$ cat src/rtl/serial_add_pkg.sv
// serial_add_pkg
//   Shared definitions for the bit-serial adder controller: FSM state
//   encoding and the bit-counter width helper.
package serial_add_pkg;

   typedef enum logic [1:0] {
      IDLE = 2'b00,
      RUN  = 2'b01,
      DONE = 2'b10
   } state_e;

   // Bits needed to count 0..width-1 (at least one bit).
   function automatic int cnt_w(input int width);
      return (width < 2) ? 1 : $clog2(width);
   endfunction

endpackage

$ cat src/rtl/serial_fa_cell.sv
// serial_fa_cell
//   Purely combinational 1-bit full-adder cell shared by the serial
//   controller, which feeds it one operand bit pair per clock.
// Ports:
//   x, y  : operand bits
//   ci    : carry in
//   s     : sum bit
//   co    : carry out (majority of x, y, ci)
module serial_fa_cell (
   input  logic x,
   input  logic y,
   input  logic ci,
   output logic s,
   output logic co
);

   assign s  = x ^ y ^ ci;
   assign co = (x & y) | (x & ci) | (y & ci);

endmodule

$ cat src/rtl/serial_adder_ctrl.sv
// serial_adder_ctrl
//   Adds two WIDTH-bit operands LSB first through a single 1-bit adder
//   cell, one bit per clock. A start/busy/done handshake frames each
//   operation; sum/cout are held until the next completion.
// Optional feature macro: SERIAL_ADD_OVF_EN (adds the ovf output).
// Ports:
//   clk, rst_n : clock, asynchronous active-low reset
//   start      : request, sampled only while idle
//   a, b, cin  : operands and carry-in, captured on the accepting edge
//   busy       : operation in progress (RUN or DONE)
//   done       : one-cycle completion pulse
//   sum, cout  : registered result and carry-out
//   ovf        : signed overflow (only with SERIAL_ADD_OVF_EN)
module serial_adder_ctrl
   import serial_add_pkg::*;
#(
   parameter int WIDTH = 8
) (
   input  logic             clk,
   input  logic             rst_n,
   input  logic             start,
   input  logic [WIDTH-1:0] a,
   input  logic [WIDTH-1:0] b,
   input  logic             cin,
   output logic             busy,
   output logic             done,
   output logic [WIDTH-1:0] sum,
   output logic             cout
`ifdef SERIAL_ADD_OVF_EN
   ,
   output logic             ovf
`endif
);

   localparam int CNT_W = cnt_w(WIDTH);
   localparam logic [CNT_W-1:0] CNT_ONE  = CNT_W'(1);
   localparam logic [CNT_W-1:0] CNT_LAST = CNT_W'(WIDTH - 1);

   state_e           state_q, state_d;
   logic [WIDTH-1:0] sa_q, sa_d;
   logic [WIDTH-1:0] sb_q, sb_d;
   logic [WIDTH-1:0] ps_q, ps_d;
   logic [WIDTH-1:0] sum_q, sum_d;
   logic [CNT_W-1:0] cnt_q, cnt_d;
   logic             c_q, c_d;
   logic             cout_q, cout_d;
`ifdef SERIAL_ADD_OVF_EN
   logic             ovf_q, ovf_d;
`endif

   logic             fa_s;
   logic             fa_co;
   logic [WIDTH-1:0] ps_next;

   serial_fa_cell u_cell (
      .x  (sa_q[0]),
      .y  (sb_q[0]),
      .ci (c_q),
      .s  (fa_s),
      .co (fa_co)
   );

   // New sum bit enters at the MSB so after WIDTH shifts bit 0 sits at LSB.
   assign ps_next = {fa_s, ps_q[WIDTH-1:1]};

   always_comb begin
      state_d = state_q;
      sa_d    = sa_q;
      sb_d    = sb_q;
      ps_d    = ps_q;
      sum_d   = sum_q;
      cnt_d   = cnt_q;
      c_d     = c_q;
      cout_d  = cout_q;
`ifdef SERIAL_ADD_OVF_EN
      ovf_d   = ovf_q;
`endif
      case (state_q)
         IDLE: begin
            if (start) begin
               state_d = RUN;
               sa_d    = a;
               sb_d    = b;
               c_d     = cin;
               cnt_d   = '0;
               ps_d    = '0;
            end
         end
         RUN: begin
            sa_d  = sa_q >> 1;
            sb_d  = sb_q >> 1;
            ps_d  = ps_next;
            c_d   = fa_co;
            cnt_d = cnt_q + CNT_ONE;
            if (cnt_q == CNT_LAST) begin
               state_d = DONE;
               cnt_d   = '0;
               sum_d   = ps_next;
               cout_d  = fa_co;
`ifdef SERIAL_ADD_OVF_EN
               // c_q is the carry into the MSB on the final bit.
               ovf_d   = c_q ^ fa_co;
`endif
            end
         end
         DONE: begin
            state_d = IDLE;
         end
         default: begin
            state_d = IDLE;
         end
      endcase
   end

   always_ff @(posedge clk or negedge rst_n) begin
      if (!rst_n) begin
         state_q <= IDLE;
         sa_q    <= '0;
         sb_q    <= '0;
         ps_q    <= '0;
         sum_q   <= '0;
         cnt_q   <= '0;
         c_q     <= 1'b0;
         cout_q  <= 1'b0;
`ifdef SERIAL_ADD_OVF_EN
         ovf_q   <= 1'b0;
`endif
      end else begin
         state_q <= state_d;
         sa_q    <= sa_d;
         sb_q    <= sb_d;
         ps_q    <= ps_d;
         sum_q   <= sum_d;
         cnt_q   <= cnt_d;
         c_q     <= c_d;
         cout_q  <= cout_d;
`ifdef SERIAL_ADD_OVF_EN
         ovf_q   <= ovf_d;
`endif
      end
   end

   // Outputs decode registered state only; no input reaches an output.
   assign busy = (state_q != IDLE);
   assign done = (state_q == DONE);
   assign sum  = sum_q;
   assign cout = cout_q;
`ifdef SERIAL_ADD_OVF_EN
   assign ovf  = ovf_q;
`endif

endmodule

$ cat config.mk
export PLATFORM = sky130hd
export DESIGN_NAME = serial_adder_ctrl
export DESIGN_NICKNAME = d
export VERILOG_FILES = /design/src/rtl/serial_add_pkg.sv /design/src/rtl/serial_fa_cell.sv /design/src/rtl/serial_adder_ctrl.sv
export SDC_FILE = /design/constraint.sdc
export NUM_CORES = 1
export LEC_CHECK = 0
export ABC_AREA = 1
export BUFFER_PORTS_ARGS = -buffer_cell sky130_fd_sc_hd__buf_4
export CORE_ASPECT_RATIO = 0.5
export CORE_MARGIN = 2
export CORE_UTILIZATION = 59
export DETAILED_ROUTE_END_ITERATION = 8
export PLACE_DENSITY = 0.91
export SYNTH_ARGS = -nofsm -noshare
export SYNTH_HDL_FRONTEND = slang
export SYNTH_SLANG_ARGS = --single-unit
$ cat constraint.sdc
create_clock -name clk -period 3.1 [get_ports clk]
set_clock_uncertainty 0.1 [all_clocks]
set_input_delay 0.62 -clock clk [delete_from_list [all_inputs] [get_ports clk]]
set_output_delay 0.62 -clock clk [all_outputs]
set_load 0.01 [all_outputs]
==> impl_results.md <==
* Status: complete, no violations
* Clock Latency Late Sink at 290 ps
* Total GRT Usage at 0.220
* Mapped cell area at 1820 um^2
* Critical-path cell list: nor2_1, inv_1, buf_4
* Clock Power Share at 0.194
* Yosys cell types at 17
* Most frequent cells in the layout: nand2_1 (77), inv_1 (41), dfrtp_1 (38)
* Setup TNS at 0 ps
* Vias at 1413
* CTS clk-pin slew, worst paths at 80 ps
* Relative slew margins at 0.539
* Delay-heaviest family, CP: flip-flops
* Arrival time at the worst endpoint at 1440 ps
* Met2 usage at 0.379
* Initial antenna violation count at 0
* Area growth, synth to finish at 18.2%
* Reg2reg end: cout
* Core Area at 2980 um^2
* Initial core utilization at 0.612
* Average cell area after synthesis at 8.24 um^2
* Sw Pwr at 0.000864 W
* R2r worst-path depth at 5
* Endpoint class of the critical path: primary output
* Peak Freq at about 0.46 GHz
* Comb power frac at 0.393
* Layout cells sized above 1 at 0.247
* Clk sinks at 38
* CTS tree: done
* DR WL/cell at 11.9 um
* Total gr overflow at 0
* 1st-pass router iterations at 4
* Worst slew pin tran at 692 ps
* Largest net degree at the start of global routing at 39
* Met3 Usage GRT at 0.0638
* Pint at 0.00131 W
* Cells after DPL at 283
* Maximum VDD drop at 0.596 mV
* Register share of total power at 0.414
* FF-to-FF Start: state_q[0]
* H-tree Lvls at 2
* Reg2reg setup slack at 1000 ps
* Most used routing layer: met2
* Crit path capture: busy
* Fin crit period at 2160 ps
* Critical Path Max Stage Delay at 790 ps
* Vias in the first global route at 1301
* Vias/cell at 4.86
* First-pass GRT wire length at roughly 5.7 mm
* Crit path launch type: flip-flop
* Switching Fraction at 0.397
* Final setup margin at 941 ps
* Worst hold margin at 182 ps
* Die area at 3580 um^2
* IO buf count at 30
* CTS Buf Count at 5
* Min-Delay Path Class: in -> async
* Bufs and invs on worst path at 2
* Die Y at 43.3 um
* Die width at 82.6 um
* Design Power at 0.00218 W
* Commonest non-fill, non-tap cell in the layout: nand2_1
* DRT antenna net count at 0
* Worst endpoint required time at 2380 ps
* GPL Wtd Cong at 0.780
* #FFs+latches synth at 38
* Post-CTS setup buffer count at 0
* Synth Warn # at 0
* Critical Path Start: state_q[0]
* RSZ-0062 raised after global routing: no
* M1 GR Usage at 0.262
* Remaining DRCs at 0
* Maximum fanout along the worst path at 21
* I/O pin count at 31
* Root Buffer: clkbuf_8
* Initial drt markers at 77
* Slowest CP cell: dfrtp_1
* Final WL at 3.47 mm
* # resized after CTS at 0
* ANT cells at 0
* Hold Vio Cnt, Final at 0
* LEAKAGE at 1.21 nW
* Max Root-Sink Buffers at 2
* Post-cts hold buffer count at 0
* Max Slew Vio Count at 0
* Pwr dens at 1010 nW/um^2
* Mapped Cells at 221
* Critical path class: reg -> out
* Max-Cap Viols at 0
* Finished Layout Cells at approximately 290
* CP Depth at 3
* Part of the cycle the worst path needs at 0.697
* Synthesized Nets at 244
* Sequential-to-total area share from yosys stat at 0.522
* Half-perimeter wire length after detailed placement at 2.30 mm
* Final Setup Violations at 0
* Place WS at around 1000 ps
* Standard-cell rows at 14
* NumNets Final at around 270
==> worst min path at each step <==
stage | from | end | cells past startpoint
after floorplan | rst_n | c_q | 0
after global placement | sb_q[1] | sb_q[1] | 2
after detailed placement | sb_q[1] | sb_q[1] | 2
after CTS | rst_n | sa_q[6] | 1
after global routing | rst_n | sa_q[6] | 1
final | rst_n | sa_q[6] | 1
==> area by class of cell <==
| type | instances | area [um^2] |
|---|---|---|
| Clock buffer | 5 | 68.8 |
| Clock inverter | 3 | 45.0 |
| Fill cell | 225 | 825 |
| Inverter | 42 | 158 |
| Multi-Input combinational cell | 133 | 656 |
| Sequential cell | 38 | 951 |
| Tap cell | 40 | 50.0 |
| Timing Repair Buffer | 30 | 225 |
==> synthesized netlist by cell type <==
cell	n	area, um^2
nand3_1	17	85.1
o21ai_1	6	30.0
o21ai_2	8	70.1
inv_2	1	3.75
buf_6	2	22.5
fa_1	1	20.0
buf_2	4	20.0
buf_4	2	15.0
nor2_1	2	7.51
inv_1	41	154
dfrtp_1	38	951
o21ai_4	1	16.3
nand2_1	77	289
o21ai_0	5	25.0
nand2_2	13	81.3
ha_1	2	25.0
nor2_2	1	6.26
==> power by group through the flow <==
| stage | registers [W] | logic (W) | clock network, W |
|---|---|---|---|
| 6_report | 0.000900 | 0.000855 | 0.000421 |
| 5_1_grt | 0.000930 | 0.000985 | 0.000442 |
| 4_1_cts | 0.000900 | 0.000869 | 0.000428 |
| 3_5_place_dp | 0.000904 | 0.000857 | 0 |
| 3_3_place_gp | 0.000894 | 0.000813 | 0 |
| 2_1_floorplan | 0.000876 | 0.000639 | 0 |
==> state kept, by name (all words and copies together), names as in the netlist <==
register	count
sum	8
sb_q	8
cnt_q	3
cout	1
state_q	2
c_q	1
ps_q	7
sa_q	8
==> cell families (layout without fill, tap and decap cells) <==
family          count (synthesis)  count (layout)  share of synthesized area
fa+ha+maj                       3               3                     0.0247
simple gates                  110             110                      0.258
buf+inv                        50              80                      0.118
flops                          38              38                      0.522
compound gates                 20              20                     0.0776
==> through the flow <==
stage | util | instance area, um^2
2_1_floorplan | - | 1820
3_3_place_gp | 0.685 | 2040
3_5_place_dp | 0.685 | 2040
4_1_cts | 0.723 | 2150
5_1_grt | 0.723 | 2150
6_report | 0.723 | 2150
==> metal layers <==
metal / wire [um] / vias to the layer above / part of all wire
met5: 0 / - / 0
met4: 44 / 0 / 0.013
met3: 156 / 5 / 0.045
met2: 1730 / 29 / 0.50
met1: 1530 / 667 / 0.44
li1: - / 712 / -
Power figures use the tool's default switching activity.
